<file path="src/rtl/grid_io_bank_if.sv">
// Pad and configuration-chain signals of one grid_io_bank tile.
// The master side is the fabric/host; the slave side is the tile itself.
interface grid_io_bank_if #(
    parameter int NUM_SUBTILE = 4
);
    logic                   ccff_head;
    logic                   ccff_en;
    logic                   ccff_tail;
    logic [NUM_SUBTILE-1:0] top_pin_outpad;
    logic [NUM_SUBTILE-1:0] top_pin_inpad;
    logic [NUM_SUBTILE-1:0] gfpga_pad_GPIO_in;
    logic [NUM_SUBTILE-1:0] gfpga_pad_GPIO_out;
    logic [NUM_SUBTILE-1:0] gfpga_pad_GPIO_oe;
    logic                   cfg_done;
    logic                   cfg_err;

    modport master (
        output ccff_head, ccff_en, top_pin_outpad, gfpga_pad_GPIO_in,
        input  ccff_tail, top_pin_inpad, gfpga_pad_GPIO_out, gfpga_pad_GPIO_oe,
        input  cfg_done, cfg_err
    );

    modport slave (
        input  ccff_head, ccff_en, top_pin_outpad, gfpga_pad_GPIO_in,
        output ccff_tail, top_pin_inpad, gfpga_pad_GPIO_out, gfpga_pad_GPIO_oe,
        output cfg_done, cfg_err
    );
endinterface

</file>
<file path="src/rtl/grid_io_bank.sv">
// Multi-pad eFPGA perimeter I/O tile: serial config chain applied atomically at
// the end of each shift burst, per-pad direction, output register and input sync.
module grid_io_bank #(
    parameter int NUM_SUBTILE = 4,
    parameter int SYNC_STAGES = 2
) (
    input  logic          prog_clk,
    input  logic          prog_reset_n,
    grid_io_bank_if.slave bus
);
    localparam int CHAIN_LEN = 3 * NUM_SUBTILE;
    localparam int CNT_W     = $clog2(CHAIN_LEN + 2);
    localparam logic [CNT_W-1:0] CNT_MAX   = CNT_W'(CHAIN_LEN + 1);
    localparam logic [CNT_W-1:0] CNT_EXACT = CNT_W'(CHAIN_LEN);

    logic [CHAIN_LEN-1:0]   chain_reg;
    logic [CHAIN_LEN-1:0]   active_cfg_reg;
    logic [CNT_W-1:0]       count_reg;
    logic                   en_d_reg;
    logic                   cfg_done_reg;
    logic                   cfg_err_reg;
    logic                   cfg_valid_reg;
    logic [NUM_SUBTILE-1:0] out_q_reg;

    logic [NUM_SUBTILE-1:0] oe_w;
    logic [NUM_SUBTILE-1:0] out_w;
    logic [NUM_SUBTILE-1:0] inpad_w;

    // An apply happens on the first idle cycle after a shift cycle; clearing
    // en_d_reg on reset is what makes a reset abort an in-flight burst.
    always_ff @(posedge prog_clk) begin
        if (!prog_reset_n) begin
            chain_reg      <= '0;
            active_cfg_reg <= '0;
            count_reg      <= '0;
            en_d_reg       <= 1'b0;
            cfg_done_reg   <= 1'b0;
            cfg_err_reg    <= 1'b0;
            cfg_valid_reg  <= 1'b0;
            out_q_reg      <= '0;
        end else begin
            en_d_reg  <= bus.ccff_en;
            out_q_reg <= bus.top_pin_outpad;
            if (bus.ccff_en) begin
                chain_reg    <= {chain_reg[CHAIN_LEN-2:0], bus.ccff_head};
                cfg_done_reg <= 1'b0;
                if (count_reg != CNT_MAX) begin
                    count_reg <= count_reg + 1'b1;
                end
            end else if (en_d_reg) begin
                active_cfg_reg <= chain_reg;
                cfg_done_reg   <= (count_reg == CNT_EXACT);
                cfg_err_reg    <= (count_reg != CNT_EXACT);
                cfg_valid_reg  <= 1'b1;
                count_reg      <= '0;
            end
        end
    end

    generate
        for (genvar gi = 0; gi < NUM_SUBTILE; gi++) begin : g_pad
            logic                   dir;
            logic                   reg_out;
            logic                   in_sync;
            logic [SYNC_STAGES-1:0] sync_reg;

            assign dir     = active_cfg_reg[3*gi];
            assign reg_out = active_cfg_reg[3*gi+1];
            assign in_sync = active_cfg_reg[3*gi+2];

            // Synchroniser runs in every mode so enabling it never exposes stale data.
            always_ff @(posedge prog_clk) begin
                if (!prog_reset_n) begin
                    sync_reg <= '0;
                end else begin
                    sync_reg[0] <= bus.gfpga_pad_GPIO_in[gi];
                    for (int s = 1; s < SYNC_STAGES; s++) begin
                        sync_reg[s] <= sync_reg[s-1];
                    end
                end
            end

            assign oe_w[gi]    = dir & ~bus.ccff_en;
            assign out_w[gi]   = dir & (reg_out ? out_q_reg[gi] : bus.top_pin_outpad[gi]);
            // An unconfigured tile reports no input even though all-zero decodes as input.
            assign inpad_w[gi] = ~dir & ~bus.ccff_en & cfg_valid_reg &
                                 (in_sync ? sync_reg[SYNC_STAGES-1] : bus.gfpga_pad_GPIO_in[gi]);
        end
    endgenerate

    assign bus.gfpga_pad_GPIO_oe  = oe_w;
    assign bus.gfpga_pad_GPIO_out = out_w;
    assign bus.top_pin_inpad      = inpad_w;
    assign bus.ccff_tail          = chain_reg[CHAIN_LEN-1];
    assign bus.cfg_done           = cfg_done_reg;
    assign bus.cfg_err            = cfg_err_reg;
endmodule

</file>
<file path="src/flat_wrapper.sv">
// flat-port wrapper written by rule: the top's interface ports become plain ports
module grid_io_bank_flat 
#(
    parameter int NUM_SUBTILE = 4,
    parameter int SYNC_STAGES = 2
)
  (prog_clk, prog_reset_n, bus_ccff_head, bus_ccff_en, bus_top_pin_outpad, bus_gfpga_pad_GPIO_in, bus_ccff_tail, bus_top_pin_inpad, bus_gfpga_pad_GPIO_out, bus_gfpga_pad_GPIO_oe, bus_cfg_done, bus_cfg_err);
  grid_io_bank_if #(.NUM_SUBTILE(NUM_SUBTILE)) bus_i ();
  input  logic prog_clk;
  input  logic prog_reset_n;
  input wire logic [$bits(bus_i.ccff_head)-1:0] bus_ccff_head;
  input wire logic [$bits(bus_i.ccff_en)-1:0] bus_ccff_en;
  input wire logic [$bits(bus_i.top_pin_outpad)-1:0] bus_top_pin_outpad;
  input wire logic [$bits(bus_i.gfpga_pad_GPIO_in)-1:0] bus_gfpga_pad_GPIO_in;
  output wire logic [$bits(bus_i.ccff_tail)-1:0] bus_ccff_tail;
  output wire logic [$bits(bus_i.top_pin_inpad)-1:0] bus_top_pin_inpad;
  output wire logic [$bits(bus_i.gfpga_pad_GPIO_out)-1:0] bus_gfpga_pad_GPIO_out;
  output wire logic [$bits(bus_i.gfpga_pad_GPIO_oe)-1:0] bus_gfpga_pad_GPIO_oe;
  output wire logic [$bits(bus_i.cfg_done)-1:0] bus_cfg_done;
  output wire logic [$bits(bus_i.cfg_err)-1:0] bus_cfg_err;
  assign bus_i.ccff_head = bus_ccff_head;
  assign bus_i.ccff_en = bus_ccff_en;
  assign bus_i.top_pin_outpad = bus_top_pin_outpad;
  assign bus_i.gfpga_pad_GPIO_in = bus_gfpga_pad_GPIO_in;
  assign bus_ccff_tail = bus_i.ccff_tail;
  assign bus_top_pin_inpad = bus_i.top_pin_inpad;
  assign bus_gfpga_pad_GPIO_out = bus_i.gfpga_pad_GPIO_out;
  assign bus_gfpga_pad_GPIO_oe = bus_i.gfpga_pad_GPIO_oe;
  assign bus_cfg_done = bus_i.cfg_done;
  assign bus_cfg_err = bus_i.cfg_err;
  grid_io_bank #(.NUM_SUBTILE(NUM_SUBTILE), .SYNC_STAGES(SYNC_STAGES)) u_core (.prog_clk(prog_clk), .prog_reset_n(prog_reset_n), .bus(bus_i));
endmodule
</file>
<file path="config.mk">
export PLATFORM = sky130hd
export DESIGN_NAME = grid_io_bank_flat
export DESIGN_NICKNAME = d
export VERILOG_FILES = /design/src/rtl/grid_io_bank_if.sv /design/src/rtl/grid_io_bank.sv /design/src/flat_wrapper.sv
export SDC_FILE = /design/constraint.sdc
export NUM_CORES = 1
export LEC_CHECK = 0
export ABC_AREA = 0
export CAP_MARGIN = 20
export CORE_ASPECT_RATIO = 0.5
export CORE_MARGIN = 3
export CORE_UTILIZATION = 35
export CTS_CLUSTER_DIAMETER = 150
export DETAILED_ROUTE_END_ITERATION = 10
export GPL_ROUTABILITY_DRIVEN = 0
export MAX_ROUTING_LAYER = met4
export SLEW_MARGIN = 20
export SYNTH_ARGS = -nofsm -noshare
export SYNTH_HDL_FRONTEND = slang
export SYNTH_SLANG_ARGS = --single-unit
</file>
<file path="constraint.sdc">
create_clock -name prog_clk -period 1.2 [get_ports prog_clk]
set_clock_uncertainty 0.15 [all_clocks]
set_input_delay 0.24 -clock prog_clk [delete_from_list [all_inputs] [get_ports prog_clk]]
set_output_delay 0.24 -clock prog_clk [all_outputs]
set_load 0.01 [all_outputs]
</file>
==> flow_summary.yaml, run 1 <==
routing:
  routed_wl_um: 3760
  wl_met3_um: 125
  via_per_inst: 4.77
  wl_met1_um: 1850
  top_layer: "met4"
  wl_per_cell_um: 13.5
  route.detailed.drc: 0
  dr_wl_met2_um: 1720
  first_iter_violations: 61
  first_pass_iters: 4
  via_count: 1331
  antenna_left: 0
floorplan:
  die_area_mm2: 0.00601
  die_w_um: 107
  design.core.area_mm2: 0.00464
  fp-row-count: 17
  start_util_pct: 38.2
  top_level_ports: 27
  die_h_um: 56.3
synth:
  synthFlopType: "dfxtp_1"
  synth-seq-area-share_pct: 49.7
  synth_compound_area_share_pct: 9.53
  yosys.area_share.simple_pct: 23.2
  syn_inst: 179
  synthesis.area_mm2: 0.00177
  syn_area_per_cell_um2: 9.90
  synth_top_family_by_area: "simple AND/OR/NAND/NOR gates"
  synth_area_leader_cell: "dfxtp_1"
  synth_edf_count: 0
  ys_ff_latch: 44
  synth_fa_ha_area_share_pct: 2.12
  synth_nets: 194
  ys_warn_count: 0
  synth-xor-area-share_pct: 0
  synth_top_cells_by_area: "dfxtp_1 50%, mux2i_1 11%, nor2b_1 8.1%, nand2_1 5.1%, and2_1 4.9%"
  synth.distinct_cells: 27
  synthMuxAreaShare_pct: 11.3
  async_flop_share_pct: 0
  yosys.area.top_type_share_pct: 49.7
cts:
  clkTransAtPathRegs_ns: 0.09
  postCtsHoldBufs: 0
  clock_path_buffers: 2
  htree_num_levels: 2
  cts.sinks: 44
  cts_tree: "done"
  clock-root-buffer: "clkbuf_8"
  insertion_delay_ns: 0.30
  numCtsBuffers: 5
sta:
  hold_viol: 0
  period_share_pct: 122
  fmax_mhz: 684
  fin_tns_setup_ns: -2.22
  finalSetupViolations: 12
  maxSlewViolCount: 0
  tightest_slew_ns: 0.301
  fin_ws_ns: -0.261
  finalCriticalPeriod_ns: 1.46
  slew_headroom_pct: 79.9
  rsz0062_at_grt: "true"
critical_path:
  slowest_stage: "dfxtp_2"
  endpoint_kind: "output pin"
  path_class: "flop to output pin"
  worstPathRequired_ns: 0.81
  crit_arrival_ns: 1.07
  worstPathCellList: "mux2i_2 -> nor3_2 -> buf_2"
  critPathMaxStageDelay_ns: 0.36
  cp-start-kind: "flop"
  cp_max_fo: 2
placement:
  dp_cells: 269
  hpwl_um: 2270
  io_buffers: 26
power_and_ir_drop:
  p_leak_nw: 0.956
  ir_drop_mv: 0.544
  power_density_mw_per_mm2: 1140
final_layout:
  seq_area_um2: 912
  layout_commonest_cell: "dfxtp_1"
  num-nets-final: 227
  fillerInstances: 444
  area_growth_pct: 36.4
  final_cell_mix: "25 x dfxtp_1, 24 x nand2_1, 19 x mux2i_1, 19 x nor2b_1, 16 x dfxtp_2"
  multiInputGateArea_um2: 946
  drive_above_1_share_pct: 35.2
  instances_no_fill: 279
  n_antenna_cell: 0
grt:
  gr-total-overflow: 0
  grt_pass1_wl_um: 6220
  antenna_found_initial: 0
  track_usage_pct: 13.5
  first_global_vias: 1308
  grt_max_degree: 41
outcome:
  violations: "setup timing"
  status: "complete, but fails checks"
flow_run:
  maxCapViolations: 0
min_path:
  worstHoldPathType: "primary input to flop"
## worst paths after layout
check	endpoint	slack, ns	startpoint	cells past startpoint
min	u_core.out_q_reg[2]	0.03	bus_top_pin_outpad[2]	2
max	bus_top_pin_inpad[1]	-0.26	u_core.active_cfg_reg[5]	3
max reg2reg	u_core.count_reg[0]	0.04	u_core.count_reg[1]	5
min reg2reg	u_core.g_pad[3].sync_reg[1]	0.29	u_core.g_pad[3].sync_reg[0]	1
## per-stage QoR
stage	utilization [%]	instance area [um^2]	worst slack [ns]	total power, mW	hold WS [ns]
global placement	46.2	2140	-0.886	1.75	0.266
CTS	50.1	2320	-0.258	2.76	0.147
floorplan	-	1770	-0.0629	1.66	0.217
detailed placement	46.2	2140	-0.890	1.75	0.270
finish	52.2	2420	-0.261	2.76	0.0266
global route	52.2	2420	-0.311	2.88	0.0323
## where the power goes
part / switching, mW / leakage, nW / total [mW] / internal, mW
registers: 0.0227 / 0.368 / 1.51 / 1.49
logic: 0.114 / 0.544 / 0.260 / 0.146
clock network: 0.525 / 0.0434 / 0.991 / 0.466
total: 0.662 / 0.956 / 2.76 / 2.10
## critical path: cells and delay by family, from the launching register on
family	cells	cell delay, ns
DFF	1	0.36
and+or+nand+nor	1	0.05
buffers and inverters	1	0.13
muxes	1	0.23
## layout make-up
type / instances / area share, %
inverters: 2 / 0.414
clock inverters: 2 / 0.621
flip-flops and latches: 44 / 37.7
multi-input cells: 122 / 39.1
repair buffers: 37 / 15.3
clock buffers: 6 / 3.41
well taps: 66 / 3.41
## routing by layer
metal  up-vias  track usage (%)
met3         7             4.25
met5         -                -
met1       632             17.3
met4         0             5.46
met2        23             20.0
li1        669                -
## synthesized netlist by cell type, types with 2 or more instances
master,count
nand4_1,2
a41oi_1,2
nor3_1,4
and2_1,14
dfxtp_1,44
inv_1,2
nand2_1,24
ha_1,3
nand2b_1,2
mux2i_1,20
o21ai_0,2
nor2b_1,23
o211a_1,2
a21boi_0,4
o211ai_1,2
clkbuf_1,3
a21boi_1,8
nand3_1,5
buf_4,4
buf_2,2
## logic make-up (layout without fill, tap and decap cells)
logic type / after synthesis / after routing
mux: 20 / 20
compound gates: 22 / 22
flops: 44 / 44
fa+ha+maj: 3 / 3
buf+inv: 13 / 47
simple gates: 77 / 77
## what timing repair did
item / 4_1_cts / 5_1_grt
gates cloned: 2 / 0
setup endpoints to repair: 46 / 24
pin swaps: 2 / 8
gates resized for setup: 104 / 27
setup buffers: 0 / 0
Power figures use the tool's default switching activity.
==> inputs of run 2 (changes only) <==
ABC_AREA = 1   (was 0)
==> flow_summary.yaml, run 2 <==
power_and_ir_drop:
  total_power_mw: 3.06
  ir_drop_mv: 0.497
  p_leak_nw: 1.13
  power_density_mw_per_mm2: 1230
synth:
  syn_area_per_cell_um2: 8.70
  yosys.area.top_type_share_pct: 49.9
  ys_top_cells_by_count: "44 x dfxtp_1, 43 x inv_1, 26 x nand2_1, 14 x a21oi_1, 14 x o21ai_0"
  synth_area_leader_cell: "dfxtp_1"
  synth-seq-area-share_pct: 49.9
  synth_edf_count: 0
  synth.distinct_cells: 25
  synthesis.area_mm2: 0.00177
  syn_inst: 203
  synth_nets: 218
  ys_ff_latch: 44
  synth_top_cells_by_area: "dfxtp_1 50%, inv_1 9.1%, nand2_1 5.5%, a21oi_1 4.0%, o21ai_0 4.0%"
  ys_warn_count: 0
  synth_most_common_cell: "dfxtp_1"
  async_flop_share_pct: 0
  synthFlopType: "dfxtp_1"
floorplan:
  die_area_mm2: 0.00598
  fp-row-count: 17
  die_h_um: 56.2
  die_w_um: 106
  start_util_pct: 38.2
  design.core.area_mm2: 0.00462
  top_level_ports: 27
grt:
  grt_max_degree: 18
  grt_pass1_wl_um: 6070
  antenna_found_initial: 0
  gr-total-overflow: 0
  track_usage_pct: 13.1
  first_global_vias: 1347
final_layout:
  n_antenna_cell: 0
  layout_commonest_cell: "inv_1"
  num-nets-final: 274
  area_growth_pct: 41.2
  final_cell_mix: "35 x inv_1, 25 x dfxtp_1, 24 x nand2_1, 24 x buf_4"
  fillerInstances: 441
  drive_above_1_share_pct: 45.8
  finalInstanceArea_mm2: 0.00249
  instances_no_fill: 326
outcome:
  violations: "setup timing"
  status: "complete, but fails checks"
routing:
  via_per_inst: 4.33
  first_pass_iters: 4
  antenna_left: 0
  via_count: 1411
  routed_wl_um: 3540
  route.detailed.drc: 0
  first_iter_violations: 34
  wl_per_cell_um: 10.9
placement:
  hpwl_um: 2490
  placed_area_mm2: 0.00222
  io_buffers: 26
  pre_cts_ws_ns: -0.848
  dp_cells: 314
cts:
  cts_tree: "done"
  clock_path_buffers: 2
  clock-root-buffer: "clkbuf_8"
  cts.sinks: 44
  clkTransAtPathRegs_ns: 0.09
  insertion_delay_ns: 0.30
  htree_num_levels: 2
  numCtsBuffers: 5
sta:
  fin_ws_ns: -0.266
  fin_tns_setup_ns: -2.13
  tightest_slew_ns: 0.249
  slew_headroom_pct: 83.4
  rsz0062_at_grt: "true"
  finalCriticalPeriod_ns: 1.47
  period_share_pct: 122
  fmax_mhz: 682
  hold_viol: 0
  finalSetupViolations: 16
  maxSlewViolCount: 0
min_path:
  worstHoldPathType: "primary input to flop"
critical_path:
  worstPathRequired_ns: 0.81
  cp-start-kind: "flop"
  worstPathCellList: "mux2i_2 -> nor3_2 -> buf_2"
  critPathMaxStageDelay_ns: 0.35
  endpoint_kind: "output pin"
  path_class: "flop to output pin"
  cp_max_fo: 2
  crit_arrival_ns: 1.08
  slowest_stage: "dfxtp_2"
flow_run:
  maxCapViolations: 0
==> run 2: changes by cell type in the layout (fill, tap and decap cells not counted), moves of 13 or more <==
cell     previous run  this run
and2_1             13         0
buf_4               3        24
inv_1               0        35
mux2i_1            19         2
nor2b_1            19         0
==> run 2: where the power goes <==
group | total [mW] | internal [mW] | switching, mW
Sequential | 1.56 | 1.52 | 0.0389
Clock | 1.15 | 0.627 | 0.527
Combinational | 0.351 | 0.180 | 0.171
Total | 3.06 | 2.32 | 0.737
==> run 2: path summary, 6_finish.rpt <==
kind | from | end | slack [ns] | depth (start not counted)
hold / removal | bus_gfpga_pad_GPIO_in[2] | u_core.g_pad[2].sync_reg[0] | 0.13 | 3
setup / recovery | u_core.active_cfg_reg[2] | bus_top_pin_inpad[0] | -0.27 | 3
setup reg to reg | u_core.count_reg[1] | u_core.bus.cfg_done | -0.03 | 6
hold reg to reg | u_core.g_pad[0].sync_reg[0] | u_core.g_pad[0].sync_reg[1] | 0.27 | 2
==> run 2: final cells by class <==
type | count | area, um^2 | share of cell area (%)
Sequential cell | 44 | 915 | 36.7
Tap cell | 66 | 82.6 | 3.31
Multi-Input combinational cell | 107 | 743 | 29.8
Inverter | 44 | 170 | 6.83
Clock buffer | 5 | 68.8 | 2.76
Timing Repair Buffer | 57 | 467 | 18.7
Clock inverter | 3 | 46.3 | 1.86
==> run 2: metal layers <==
metal | up-vias | GRT usage (%) | wire length [um]
met2 | 16 | 19.1 | 1590
met3 | 7 | 4.52 | 145
met5 | - | - | 0
li1 | 756 | - | -
met4 | 0 | 5.28 | 72
met1 | 632 | 16.5 | 1740
==> run 2: logic make-up (layout without fill, tap and decap cells) <==
| family | Yosys count | in the layout | synth area share (%) |
|---|---|---|---|
| adder cells (fa/ha/maj) | 3 | 3 | 2.13 |
| AND/OR/NAND/NOR | 49 | 49 | 12.8 |
| buffers and inverters | 52 | 109 | 15.2 |
| multiplexers | 4 | 4 | 2.27 |
| flip-flops | 44 | 44 | 49.9 |
| AO/OA/AOI/OAI | 51 | 51 | 17.8 |
==> run 2: worst max-delay path, delay by kind of cell (launching register included) <==
family	cells	cell delay [ns]
buf+inv	1	0.13
simple gates	1	0.05
flops	1	0.35
mux	1	0.24
==> run 2: what timing repair did <==
action | CTS | global route
setup buffers | 2 | 1
pin swaps | 5 | 4
hold buffers | 0 | 0
endpoints found under the setup margin | 46 | 44
gates cloned | 1 | 0
gates resized for setup | 110 | 30
==> run 2: through the flow <==
stage / util (%) / hold WS [ns]
3_3_place_gp: 48.2 / 0.244
3_5_place_dp: 48.2 / 0.251
2_1_floorplan: - / 0.188
6_report: 54.0 / 0.128
5_1_grt: 54.0 / 0.150
4_1_cts: 52.1 / 0.112
==> inputs of run 3 (changes only) <==
RECOVER_POWER = 50   (was unset)
==> flow_summary.yaml, run 3 (synthesis results as in run 2) <==
final_layout:
  drive_above_1_share_pct: 45.0
  final_cell_mix: "35 x inv_1, 25 x dfxtp_1, 24 x nand2_1, 21 x buf_4"
  n_antenna_cell: 0
  fillerInstances: 448
  instances_no_fill: 326
  finalInstanceArea_mm2: 0.00246
  multiInputGateArea_um2: 743
  num-nets-final: 274
  layout_commonest_cell: "inv_1"
  area_growth_pct: 39.3
  seq_area_um2: 915
outcome:
  status: "complete, but fails checks"
  violations: "setup timing"
sta:
  maxSlewViolCount: 0
  finalCriticalPeriod_ns: 1.47
  slew_headroom_pct: 76.0
  tightest_slew_ns: 0.360
  fmax_mhz: 682
  finalSetupViolations: 21
  period_share_pct: 122
  rsz0062_at_grt: "true"
  fin_ws_ns: -0.266
  hold_viol: 0
cts:
  cts.sinks: 44
  clkTransAtPathRegs_ns: 0.09
  clock-root-buffer: "clkbuf_8"
  postCtsHoldBufs: 0
  numCtsBuffers: 5
  insertion_delay_ns: 0.30
  htree_num_levels: 2
  cts_tree: "done"
  clock_path_buffers: 2
min_path:
  worstHoldPathType: "primary input to flop"
  min_from: "bus_gfpga_pad_GPIO_in[2]"
  hold_depth: 3
  min_to: "u_core.g_pad[2].sync_reg[0]"
placement:
  dp_cells: 314
  io_buffers: 26
  pre_cts_ws_ns: -0.848
  hpwl_um: 2490
  placed_area_mm2: 0.00222
grt:
  antenna_found_initial: 0
  first_global_vias: 1347
  grt_max_degree: 18
  grt_pass1_wl_um: 6070
  track_usage_pct: 13.1
  gr-total-overflow: 0
floorplan:
  die_w_um: 106
  die_h_um: 56.2
  top_level_ports: 27
  design.core.area_mm2: 0.00462
  fp-row-count: 17
  die_area_mm2: 0.00598
  start_util_pct: 38.2
critical_path:
  reg2reg_to: "u_core.bus.cfg_done"
  cp-start-kind: "flop"
  crit_arrival_ns: 1.08
  r2r_slack_ns: -0.03
  r2r.worst_path.cells: 6
  cp_max_fo: 2
  path_class: "flop to output pin"
  endpoint_kind: "output pin"
  regToRegStartpoint: "u_core.count_reg[1]"
  worstPathRequired_ns: 0.81
routing:
  wl_per_cell_um: 10.8
  antenna_left: 0
  routed_wl_um: 3540
  via_per_inst: 4.33
  route.detailed.drc: 0
  first_pass_iters: 4
  first_iter_violations: 34
  via_count: 1412
flow_run:
  maxCapViolations: 0
power_and_ir_drop:
  power_density_mw_per_mm2: 1240
  ir_drop_mv: 0.497
  total_power_mw: 3.05
  p_leak_nw: 1.11
==> run 3: changes by cell type in the layout (fill, tap and decap cells not counted), sizes merged <==
| cell | change |
|---|---|
| buf | -6 |
| clkbuf | +7 |
| dlymetal6s2s | -1 |
==> run 3: layer usage <==
layer  vias up  track usage, %  routed length, um
li1        757               -                  -
met1       632            16.5               1740
met2        16            19.1               1580
met3         7            4.52                145
met4         0            5.28                 72
met5         -               -                  0
==> run 3: worst max-delay path, stage by stage, from the launching register on <==
cell and delay, ns:
dfxtp_2 0.35, mux2i_2 0.24, nor3_2 0.05, buf_2 0.13
==> run 3: through the flow <==
| stage | util (%) | setup TNS [ns] | hold WS (ns) |
|---|---|---|---|
| 6_report | 53.3 | -2.19 | 0.128 |
| 5_1_grt | 53.3 | -4.09 | 0.150 |
| 4_1_cts | 52.1 | -2.27 | 0.112 |
| 3_5_place_dp | 48.2 | -23.13 | 0.251 |
| 3_3_place_gp | 48.2 | -23.68 | 0.244 |
| 2_1_floorplan | - | -0.0125 | 0.188 |
==> run 3: layout make-up <==
class | instances | share of cell area [%]
Clock buffer | 5 | 2.80
Clock inverter | 3 | 1.88
Inverter | 44 | 6.92
Multi-Input combinational cell | 107 | 30.2
Sequential cell | 44 | 37.2
Tap cell | 66 | 3.36
Timing Repair Buffer | 57 | 17.7
==> run 3: worst max-delay path by stage <==
| stage | startpoint | end | slack, ns | depth (start not counted) |
|---|---|---|---|---|
| detailed placement | bus_ccff_en | bus_top_pin_inpad[3] | -0.85 | 5 |
| finish | u_core.active_cfg_reg[2] | bus_top_pin_inpad[0] | -0.27 | 3 |
| floorplan | bus_ccff_en | bus_top_pin_inpad[0] | -0.003 | 4 |
| global route | u_core.active_cfg_reg[2] | bus_top_pin_inpad[0] | -0.33 | 3 |
| CTS | bus_gfpga_pad_GPIO_in[3] | bus_top_pin_inpad[3] | -0.27 | 4 |
| global placement | bus_ccff_en | bus_top_pin_inpad[1] | -0.86 | 5 |
==> run 3: power by group <==
group,switching [mW],internal (mW)
Clock,0.527,0.627
Combinational,0.170,0.169
Sequential,0.0389,1.52
==> run 3: timing repair <==
| item | CTS | global route |
|---|---|---|
| setup endpoints to repair | 46 | 44 |
| pin swaps | 5 | 4 |
| buffers inserted | 2 | 1 |
| hold endpoints to repair | 0 | 0 |
| gates resized for setup | 110 | 30 |
| cloned | 1 | 0 |
